[src/rtl/axi_pkg.sv]
// Shared encodings for the AXI slave bridge: response codes, burst types,
// bridge state encoding and the response-merge helper.
package axi_pkg;

    typedef enum logic [1:0] {
        RESP_OKAY   = 2'd0,
        RESP_EXOKAY = 2'd1,
        RESP_SLVERR = 2'd2,
        RESP_DECERR = 2'd3
    } resp_e;

    typedef enum logic [1:0] {
        BURST_FIXED = 2'd0,
        BURST_INCR  = 2'd1,
        BURST_WRAP  = 2'd2,
        BURST_RSVD  = 2'd3
    } burst_e;

    typedef enum logic [2:0] {
        ST_IDLE   = 3'd0,
        ST_RDREQ  = 3'd1,
        ST_RDRESP = 3'd2,
        ST_WRDATA = 3'd3,
        ST_WRREQ  = 3'd4,
        ST_WRRESP = 3'd5
    } state_e;

    // Severity ordering DECERR > SLVERR > OKAY matches the numeric encoding.
    function automatic resp_e resp_worst(input resp_e a, input resp_e b);
        return (a > b) ? a : b;
    endfunction

endpackage

[src/rtl/axi_addr_gen.sv]
// Combinational next-beat address for FIXED, INCR and WRAP bursts.
module axi_addr_gen
    import axi_pkg::*;
#(
    parameter int unsigned ADDR    = 32,
    parameter int unsigned LENBITS = 4
) (
    input  logic [ADDR-1:0]    addr,
    input  logic [2:0]         size,
    input  logic [LENBITS-1:0] len,
    input  logic [1:0]         burst,
    output logic [ADDR-1:0]    next_addr_c
);

    logic [ADDR-1:0] size_bytes;
    logic [ADDR-1:0] incr_addr;
    logic [ADDR-1:0] container;
    logic [ADDR-1:0] wrap_mask;
    logic            wrap_ok;

    always_comb begin
        size_bytes  = ADDR'(1) << size;
        incr_addr   = addr + size_bytes;
        container   = (ADDR'(len) + ADDR'(1)) << size;
        wrap_mask   = container - ADDR'(1);
        // Only power-of-two burst lengths 2..16 wrap; anything else behaves as INCR.
        wrap_ok     = (len == LENBITS'(1)) || (len == LENBITS'(3)) ||
                      (len == LENBITS'(7)) || (len == LENBITS'(15));
        next_addr_c = incr_addr;
        case (burst_e'(burst))
            BURST_FIXED: next_addr_c = addr;
            BURST_WRAP: begin
                if (wrap_ok) begin
                    next_addr_c = (addr & ~wrap_mask) | (incr_addr & wrap_mask);
                end
            end
            default: next_addr_c = incr_addr;
        endcase
    end

endmodule

[src/rtl/axi_slave_bridge.sv]
// AXI3/AXI4 slave that serialises bursts into single-beat outreq/outack
// register-bus accesses with round-robin read/write arbitration and timeout.
module axi_slave_bridge
    import axi_pkg::*;
#(
    parameter int unsigned ADDR     = 32,
    parameter int unsigned DATA     = 32,
    parameter int unsigned ID       = 12,
    parameter int unsigned LENBITS  = 4,
    parameter int unsigned TIMEBITS = 20,
    parameter int unsigned TIMEOUT  = 2**TIMEBITS - 1
) (
    input  logic                 clk,
    input  logic                 resetn,
    // write address
    input  logic                 awvalid,
    output logic                 awready,
    input  logic [ADDR-1:0]      awaddr,
    input  logic [LENBITS-1:0]   awlen,
    input  logic [2:0]           awsize,
    input  logic [1:0]           awburst,
    input  logic [ID-1:0]        awid,
    input  logic                 awlock,
    input  logic [3:0]           awcache,
    input  logic [2:0]           awprot,
    input  logic [3:0]           awqos,
    // read address
    input  logic                 arvalid,
    output logic                 arready,
    input  logic [ADDR-1:0]      araddr,
    input  logic [LENBITS-1:0]   arlen,
    input  logic [2:0]           arsize,
    input  logic [1:0]           arburst,
    input  logic [ID-1:0]        arid,
    input  logic                 arlock,
    input  logic [3:0]           arcache,
    input  logic [2:0]           arprot,
    input  logic [3:0]           arqos,
    // write data
    input  logic                 wvalid,
    output logic                 wready,
    input  logic [DATA-1:0]      wdata,
    input  logic [DATA/8-1:0]    wstrb,
    input  logic                 wlast,
    input  logic [ID-1:0]        wid,
    // write response
    output logic                 bvalid,
    input  logic                 bready,
    output logic [1:0]           bresp,
    output logic [ID-1:0]        bid,
    // read data
    output logic                 rvalid,
    input  logic                 rready,
    output logic [DATA-1:0]      rdata,
    output logic [1:0]           rresp,
    output logic                 rlast,
    output logic [ID-1:0]        rid,
    // register bus
    output logic                 outreq,
    output logic                 outwr,
    output logic [ADDR-1:0]      outaddr,
    output logic [DATA-1:0]      outwdata,
    output logic [DATA/8-1:0]    outwstrb,
    input  logic [DATA-1:0]      outrdata,
    input  logic                 outack,
    input  logic                 outerr
);

    localparam int unsigned STRB   = DATA / 8;
    localparam bit          TMO_EN = (TIMEOUT != 0);

    state_e               state_q, state_d;
    logic                 rr_rd_q, rr_rd_d;
    logic [LENBITS-1:0]   cnt_q, cnt_d;
    logic [LENBITS-1:0]   len_q, len_d;
    logic [2:0]           size_q, size_d;
    burst_e               burst_q, burst_d;
    logic [ID-1:0]        id_q, id_d;
    logic [ADDR-1:0]      addr_q, addr_d;
    logic [DATA-1:0]      wdata_q, wdata_d;
    logic [STRB-1:0]      wstrb_q, wstrb_d;
    logic [DATA-1:0]      rdata_q, rdata_d;
    resp_e                rresp_q, rresp_d;
    resp_e                bresp_q, bresp_d;
    logic [TIMEBITS-1:0]  tmo_q, tmo_d;
    logic                 outreq_q, outreq_d;
    logic                 outwr_q, outwr_d;
    logic                 awready_q, awready_d;
    logic                 arready_q, arready_d;
    logic                 wready_q, wready_d;
    logic                 bvalid_q, bvalid_d;
    logic                 rvalid_q, rvalid_d;
    logic                 rlast_q, rlast_d;

    logic [ADDR-1:0]      next_addr_c;
    logic                 beat_ack_c;
    logic                 beat_tmo_c;
    logic                 beat_done_c;
    resp_e                beat_resp_c;
    logic                 take_aw_c;
    logic                 take_ar_c;

    axi_addr_gen #(
        .ADDR    (ADDR),
        .LENBITS (LENBITS)
    ) u_addr_gen (
        .addr        (addr_q),
        .size        (size_q),
        .len         (len_q),
        .burst       (burst_q),
        .next_addr_c (next_addr_c)
    );

    // A beat ends on an acknowledge or when the timer is about to expire; outack is ignored while idle.
    assign beat_ack_c  = outreq_q && outack;
    assign beat_tmo_c  = TMO_EN && outreq_q && !outack && (tmo_q == TIMEBITS'(1));
    assign beat_done_c = beat_ack_c || beat_tmo_c;
    assign beat_resp_c = beat_tmo_c ? RESP_DECERR : (outerr ? RESP_SLVERR : RESP_OKAY);

    // Round robin: the channel not served last wins a simultaneous request.
    assign take_aw_c = awvalid && (!arvalid || rr_rd_q);
    assign take_ar_c = arvalid && !take_aw_c;

    always_comb begin
        state_d = state_q;
        rr_rd_d = rr_rd_q;
        cnt_d   = cnt_q;
        len_d   = len_q;
        size_d  = size_q;
        burst_d = burst_q;
        id_d    = id_q;
        addr_d  = addr_q;
        wdata_d = wdata_q;
        wstrb_d = wstrb_q;
        rdata_d = rdata_q;
        rresp_d = rresp_q;
        bresp_d = bresp_q;

        case (state_q)
            ST_IDLE: begin
                if (take_aw_c) begin
                    addr_d  = awaddr;
                    len_d   = awlen;
                    cnt_d   = awlen;
                    size_d  = awsize;
                    burst_d = burst_e'(awburst);
                    id_d    = awid;
                    bresp_d = (burst_e'(awburst) == BURST_RSVD) ? RESP_SLVERR : RESP_OKAY;
                    rr_rd_d = 1'b0;
                    state_d = ST_WRDATA;
                end else if (take_ar_c) begin
                    addr_d  = araddr;
                    len_d   = arlen;
                    cnt_d   = arlen;
                    size_d  = arsize;
                    burst_d = burst_e'(arburst);
                    id_d    = arid;
                    rr_rd_d = 1'b1;
                    if (burst_e'(arburst) == BURST_RSVD) begin
                        rdata_d = '0;
                        rresp_d = RESP_SLVERR;
                        state_d = ST_RDRESP;
                    end else begin
                        state_d = ST_RDREQ;
                    end
                end
            end
            ST_RDREQ: begin
                if (beat_done_c) begin
                    rdata_d = beat_ack_c ? outrdata : '0;
                    rresp_d = beat_resp_c;
                    state_d = ST_RDRESP;
                end
            end
            ST_RDRESP: begin
                if (rready) begin
                    if (cnt_q == '0) begin
                        state_d = ST_IDLE;
                    end else begin
                        cnt_d   = cnt_q - LENBITS'(1);
                        addr_d  = next_addr_c;
                        state_d = (burst_q == BURST_RSVD) ? ST_RDRESP : ST_RDREQ;
                    end
                end
            end
            ST_WRDATA: begin
                if (wvalid) begin
                    wdata_d = wdata;
                    wstrb_d = wstrb;
                    // Empty strobes and reserved bursts consume the beat without touching the bus.
                    if ((wstrb == '0) || (burst_q == BURST_RSVD)) begin
                        if (cnt_q == '0) begin
                            state_d = ST_WRRESP;
                        end else begin
                            cnt_d  = cnt_q - LENBITS'(1);
                            addr_d = next_addr_c;
                        end
                    end else begin
                        state_d = ST_WRREQ;
                    end
                end
            end
            ST_WRREQ: begin
                if (beat_done_c) begin
                    bresp_d = resp_worst(bresp_q, beat_resp_c);
                    if (cnt_q == '0) begin
                        state_d = ST_WRRESP;
                    end else begin
                        cnt_d   = cnt_q - LENBITS'(1);
                        addr_d  = next_addr_c;
                        state_d = ST_WRDATA;
                    end
                end
            end
            ST_WRRESP: begin
                if (bready) begin
                    state_d = ST_IDLE;
                end
            end
            default: state_d = ST_IDLE;
        endcase

        awready_d = (state_d == ST_IDLE);
        arready_d = (state_d == ST_IDLE);
        wready_d  = (state_d == ST_WRDATA);
        bvalid_d  = (state_d == ST_WRRESP);
        rvalid_d  = (state_d == ST_RDRESP);
        rlast_d   = (state_d == ST_RDRESP) && (cnt_d == '0);
        outreq_d  = (state_d == ST_RDREQ) || (state_d == ST_WRREQ);
        outwr_d   = (state_d == ST_WRREQ);

        // Timer reloads on every new request and counts down while it is outstanding.
        tmo_d = tmo_q;
        if (outreq_d && !outreq_q) begin
            tmo_d = TIMEBITS'(TIMEOUT);
        end else if (outreq_q && (tmo_q != '0)) begin
            tmo_d = tmo_q - TIMEBITS'(1);
        end
    end

    always_ff @(posedge clk or negedge resetn) begin
        if (!resetn) begin
            state_q   <= ST_IDLE;
            rr_rd_q   <= 1'b1;
            cnt_q     <= '0;
            len_q     <= '0;
            size_q    <= '0;
            burst_q   <= BURST_FIXED;
            id_q      <= '0;
            addr_q    <= '0;
            wdata_q   <= '0;
            wstrb_q   <= '0;
            rdata_q   <= '0;
            rresp_q   <= RESP_OKAY;
            bresp_q   <= RESP_OKAY;
            tmo_q     <= '0;
            outreq_q  <= 1'b0;
            outwr_q   <= 1'b0;
            awready_q <= 1'b1;
            arready_q <= 1'b1;
            wready_q  <= 1'b0;
            bvalid_q  <= 1'b0;
            rvalid_q  <= 1'b0;
            rlast_q   <= 1'b0;
        end else begin
            state_q   <= state_d;
            rr_rd_q   <= rr_rd_d;
            cnt_q     <= cnt_d;
            len_q     <= len_d;
            size_q    <= size_d;
            burst_q   <= burst_d;
            id_q      <= id_d;
            addr_q    <= addr_d;
            wdata_q   <= wdata_d;
            wstrb_q   <= wstrb_d;
            rdata_q   <= rdata_d;
            rresp_q   <= rresp_d;
            bresp_q   <= bresp_d;
            tmo_q     <= tmo_d;
            outreq_q  <= outreq_d;
            outwr_q   <= outwr_d;
            awready_q <= awready_d;
            arready_q <= arready_d;
            wready_q  <= wready_d;
            bvalid_q  <= bvalid_d;
            rvalid_q  <= rvalid_d;
            rlast_q   <= rlast_d;
        end
    end

    assign awready  = awready_q;
    assign arready  = arready_q;
    assign wready   = wready_q;
    assign bvalid   = bvalid_q;
    assign bresp    = bresp_q;
    assign bid      = id_q;
    assign rvalid   = rvalid_q;
    assign rdata    = rdata_q;
    assign rresp    = rresp_q;
    assign rlast    = rlast_q;
    assign rid      = id_q;
    assign outreq   = outreq_q;
    assign outwr    = outwr_q;
    assign outaddr  = addr_q;
    assign outwdata = wdata_q;
    assign outwstrb = wstrb_q;

    // Sideband fields are accepted but carry no meaning for this bridge.
    logic unused_ok;
    assign unused_ok = ^{awlock, awcache, awprot, awqos,
                         arlock, arcache, arprot, arqos, wlast, wid};

endmodule

[config.mk]
export PLATFORM = sky130hd
export DESIGN_NAME = axi_slave_bridge
export DESIGN_NICKNAME = d
export VERILOG_FILES = /design/src/rtl/axi_pkg.sv /design/src/rtl/axi_addr_gen.sv /design/src/rtl/axi_slave_bridge.sv
export SDC_FILE = /design/constraint.sdc
export NUM_CORES = 1
export LEC_CHECK = 0
export CORE_ASPECT_RATIO = 1.5
export CORE_MARGIN = 2
export CORE_UTILIZATION = 41
export CTS_CLUSTER_DIAMETER = 30
export DETAILED_ROUTE_END_ITERATION = 7
export GPL_TIMING_DRIVEN = 0
export HOLD_SLACK_MARGIN = 0.1
export PLACE_DENSITY = 0.82
export REMOVE_ABC_BUFFERS = 1
export SLEW_MARGIN = 30
export SYNTH_ARGS = -nofsm -noshare
export SYNTH_HDL_FRONTEND = slang
export SYNTH_HIERARCHICAL = 1
export SYNTH_SLANG_ARGS = --single-unit
[constraint.sdc]
create_clock -name clk -period 3.11 [get_ports clk]
set_clock_uncertainty 0.05 [all_clocks]
set_input_delay 0.311 -clock clk [delete_from_list [all_inputs] [get_ports clk]]
set_output_delay 0.311 -clock clk [all_outputs]
set_load 0.05 [all_outputs]
==> impl_summary.txt <==
----------------------------------------------------
[Place]
  Total half-perimeter wirelength after legalization and detailed placement ... 21.1 mm
  Placer Congestion ... 0.914
  Port Buf Inserts ... 318
  Dpl cells ... 1529
  Post-Place Cell Area ... 13000 um^2

[Routing]
  Average routed wire per standard cell ... 18.5 um
  Detailed-routed wire length on met3 ... 1.99 mm
  Residual DRC ... 0
  Number of vias in the routed layout ... 8812
  Met1 WL ... 11.1 mm
  Amount of wire on met2 after detailed routing ... 15.6 mm
  Per-cell via count in the routed design ... 5.49
  Top layer reached by signal wires ... met4
  First DRT Iteration DRCs ... 489
  Final antenna-violating net count ... 0
  Number of optimization iterations in the first detailed-route pass ... 5
  Final wirelength ... 29.7 mm

[Floorplan]
  Placeable core area ... 22900 um^2
  Number of primary I/O pins ... 356
  Die height ... 191 um
  Site Rows ... 68
  Total die area ... 24500 um^2
  Horizontal die dimension ... 128 um
  Starting density of the core ... 41.6%

[Timing]
  Setup repair after global routing missed its margin ... true
  Hold violation count in the final report ... 0
  Highest clock frequency the design can meet ... 0.300 GHz
  Minimum setup slack in the final design ... -221 ps
  Period minus WS final ... 3330 ps
  Post-route clock period utilization ... 107%
  Worst slew pin tran ... 895 ps
  Worst Hold Margin ... 187 ps
  Final Setup Violations ... 25
  Worst slew margin relative to its limit ... 39.8%
  Number of max-slew violations in the final report ... 0

[Min path]
  Classification of the worst-slack hold path ... in2async

[Global route]
  Global-route congestion overflow total ... 0
  Vias in the first global route ... 9023
  Wire length of the first global-routing pass ... 45.9 mm
  Total routing resource utilization after global routing ... 23.8%
  Largest net degree at the start of global routing ... 84
  Initial antenna violation count ... 0

[Power]
  Part of the power in registers ... 23.4%
  Power per unit of standard cell area ... 1170 nW/um^2
  Fraction of power spent switching nets ... 50.3%
  Switching power of the nets ... 8.37 mW
  LEAKAGE ... 5.87 nW
  VDD IR-drop max ... 0.000721 V
  Int Pwr ... 8.26 mW
  Comb power frac ... 64.4%
  Share of total power in the clock network ... 12.2%

[Logic synthesis]
  Synthesized area per cell ... 9.62 um^2
  Count of unique library cells instantiated by Yosys ... 86
  Dominant synthesized flop cell ... sky130_fd_sc_hd__dfrtp_1
  Mapped Cells ... 990
  Commonest cells in the netlist ... sky130_fd_sc_hd__dfrtp_1, sky130_fd_sc_hd__nand2_1, sky130_fd_sc_hd__nor2_1
  Count of flip-flops with a built-in enable after synthesis ... 0
  FFs w/ async S/R, synth ... 100%
  FF+latch count, synth ... 160
  Number of synthesis warnings ... 6
  Cell with the most instances after synthesis ... sky130_fd_sc_hd__dfrtp_1
  Part of the Yosys area used for sequential elements ... 42.1%
  Cell type with the largest total area after synthesis ... sky130_fd_sc_hd__dfrtp_1
  Share of Yosys cell area claimed by the top area cell type ... 41.5%
  Leading post-synthesis cells by cell area ... sky130_fd_sc_hd__dfrtp_1, sky130_fd_sc_hd__mux2i_1, sky130_fd_sc_hd__mux2_2
  Post-Synthesis Cell Area ... 9520 um^2

[Worst setup path]
  Worst EP arrival ... 3630 ps
  Critical Path Start Type ... flip-flop
  Library cell contributing the largest single delay on the critical path ... sky130_fd_sc_hd__dfrtp_2
  Worst EP required ... 3410 ps
  Worst path max stage delay ... 450 ps
  Series of cell instances along the critical path ... ha_4 -> and3b_2 -> o211a_1 -> a221oi_2 -> or3b_4 -> or2_4 -> o31ai_4 -> a31oi_4 -> buf_6 -> nor3_2 -> xor2_1 -> a21oi_1 -> o21ai_1
  Crit path capture type ... flip-flop
  Setup CP Type ... reg2reg
  Worst-path fanout max ... 4

[Cells and area]
  Fin nets ... 1550
  Fill count ... 1773
  Final Cell Area ... 14200 um^2
  Fin util ... 62.1%
  Signed area change from the synthesized netlist to the final layout ... 49.3%
  ANT cells ... 0
  Multi-input gate area in the final layout ... 5390 um^2
  Final Non-Filler Cells ... 1604
  Share of final-layout standard cells stronger than drive strength 1 ... 17.6%
  Flip-flop and latch area ... 4010 um^2

[CTS]
  Library cell used as clock root buffer ... sky130_fd_sc_hd__clkbuf_16
  Count of clock tree sinks ... 160
  Clk slew on worst S/H paths ... 70 ps
  Insertion delay to the later sink of the worst-skew pair ... 430 ps
  Number of levels the H-tree was split into ... 4
  Number of clock buffers inserted by TritonCTS ... 17
  TritonCTS clock tree ... built
  Maximum buffer depth of the clock tree ... 2

[Run]
  Number of maximum-capacitance violations ... 0

[Status]
  Violations in the final reports ... setup timing
  Outcome ... finished, violations left

----------------------------------------------------
==> cell families (layout without fill, tap and decap cells) <==
kind of cell               Yosys count  count (layout)  synth area share, %
AOI/OAI and AO/OA                  241             242                 16.7
xor gates and xnor gates            58              58                 5.53
adders and majority gates           19              19                 2.58
buffers and inverters               92             425                 5.01
DFF                                160             160                 42.1
muxes                               99              99                 11.0
and+or+nand+nor                    321             321                 17.1
==> path summary, 6_finish.rpt <==
| check | start | endpoint | slack [ps] | depth (start not counted) |
|---|---|---|---|---|
| hold / removal | resetn | tmo_q[3] | 190 | 2 |
| setup reg to reg | len_q[0] | outaddr[30] | -220 | 13 |
| max in group asynchronous | resetn | outaddr[20] | 1830 | 4 |
| min in group clk | outrdata[8] | rdata[8] | 430 | 2 |
| hold reg to reg | rresp[0] | rresp[0] | 450 | 1 |
| setup / recovery | len_q[0] | outaddr[30] | -220 | 13 |
==> layer usage <==
metal  global-route usage [%]  vias up
met4                     10.1        0
met5                        0        -
met1                     26.0     4238
li1                         -     4152
met2                     43.0      351
met3                     6.20       71
==> sequential cells by signal, indices dropped and copies added (netlist names), 3 cells and up <==
name,cells
outwstrb,4
outaddr,32
size_q,3
cnt_q,4
len_q,4
rdata,32
state_q,3
outwdata,32
bid,12
tmo_q,20
==> what timing repair did <==
action                     4_1_cts  5_1_grt
pin swaps                       25       19
hold endpoints to repair        81        0
hold buffers                     1        0
setup buffers                   30       10
setup endpoints to repair       84       84
gates resized for setup         51       27
cloned                           0        2
==> per-stage QoR <==
| stage | TNS, ps | total power, mW | setup WS, ps |
|---|---|---|---|
| after floorplan | -354950 | 10.3 | -4690 |
| after CTS | -1640 | 16.3 | -144 |
| after detailed placement | -27170 | 13.6 | -859 |
| after global routing | -7040 | 17.5 | -329 |
| after global placement | -1405090 | 13.2 | -7850 |
| final | -3370 | 16.6 | -221 |
==> power by group through the flow <==
stage          sequential, mW  combinational (mW)  clock (mW)
2_1_floorplan            6.52                3.81           0
3_3_place_gp             3.89                9.34           0
3_5_place_dp             3.93                9.70           0
4_1_cts                  3.86                10.3        2.07
5_1_grt                  4.02                11.4        2.16
6_report                 3.90                10.7        2.03
==> critical path: cells and delay by family (launching register included) <==
kind | cells | cell delay (ps)
AND/OR/NAND/NOR | 4 | 1140
AO/OA/AOI/OAI | 6 | 1040
flip-flops | 1 | 450
adder cells (fa/ha/maj) | 1 | 200
XOR/XNOR | 1 | 190
buffers and inverters | 1 | 180
==> layout by cell type (no fill, tap or decap), types with 9 or more instances in the layout <==
cell type	instances
sky130_fd_sc_hd__nand2_1	112
sky130_fd_sc_hd__mux2i_1	56
sky130_fd_sc_hd__nand2b_1	9
sky130_fd_sc_hd__nand3_1	13
sky130_fd_sc_hd__dfrtp_1	152
sky130_fd_sc_hd__o21ai_1	16
sky130_fd_sc_hd__xor2_1	27
sky130_fd_sc_hd__ha_1	14
sky130_fd_sc_hd__nor3_1	13
sky130_fd_sc_hd__a22o_1	32
sky130_fd_sc_hd__a21oi_1	58
sky130_fd_sc_hd__clkbuf_16	18
sky130_fd_sc_hd__mux2_2	42
sky130_fd_sc_hd__o21ai_0	56
sky130_fd_sc_hd__xnor2_1	29
sky130_fd_sc_hd__nor3_2	9
sky130_fd_sc_hd__clkdlybuf4s50_1	317
sky130_fd_sc_hd__inv_1	21
sky130_fd_sc_hd__buf_4	35
sky130_fd_sc_hd__nor2_1	69
==> area by class of cell <==
cell class / instances / share of cell area [%]
Inverter: 22 / 0.581
Sequential cell: 160 / 28.2
Clock inverter: 15 / 0.994
Clock buffer: 17 / 2.99
Tap cell: 280 / 2.46
Timing Repair Buffer: 371 / 26.8
Multi-Input combinational cell: 739 / 37.9
(Power assumes the default switching activity.)
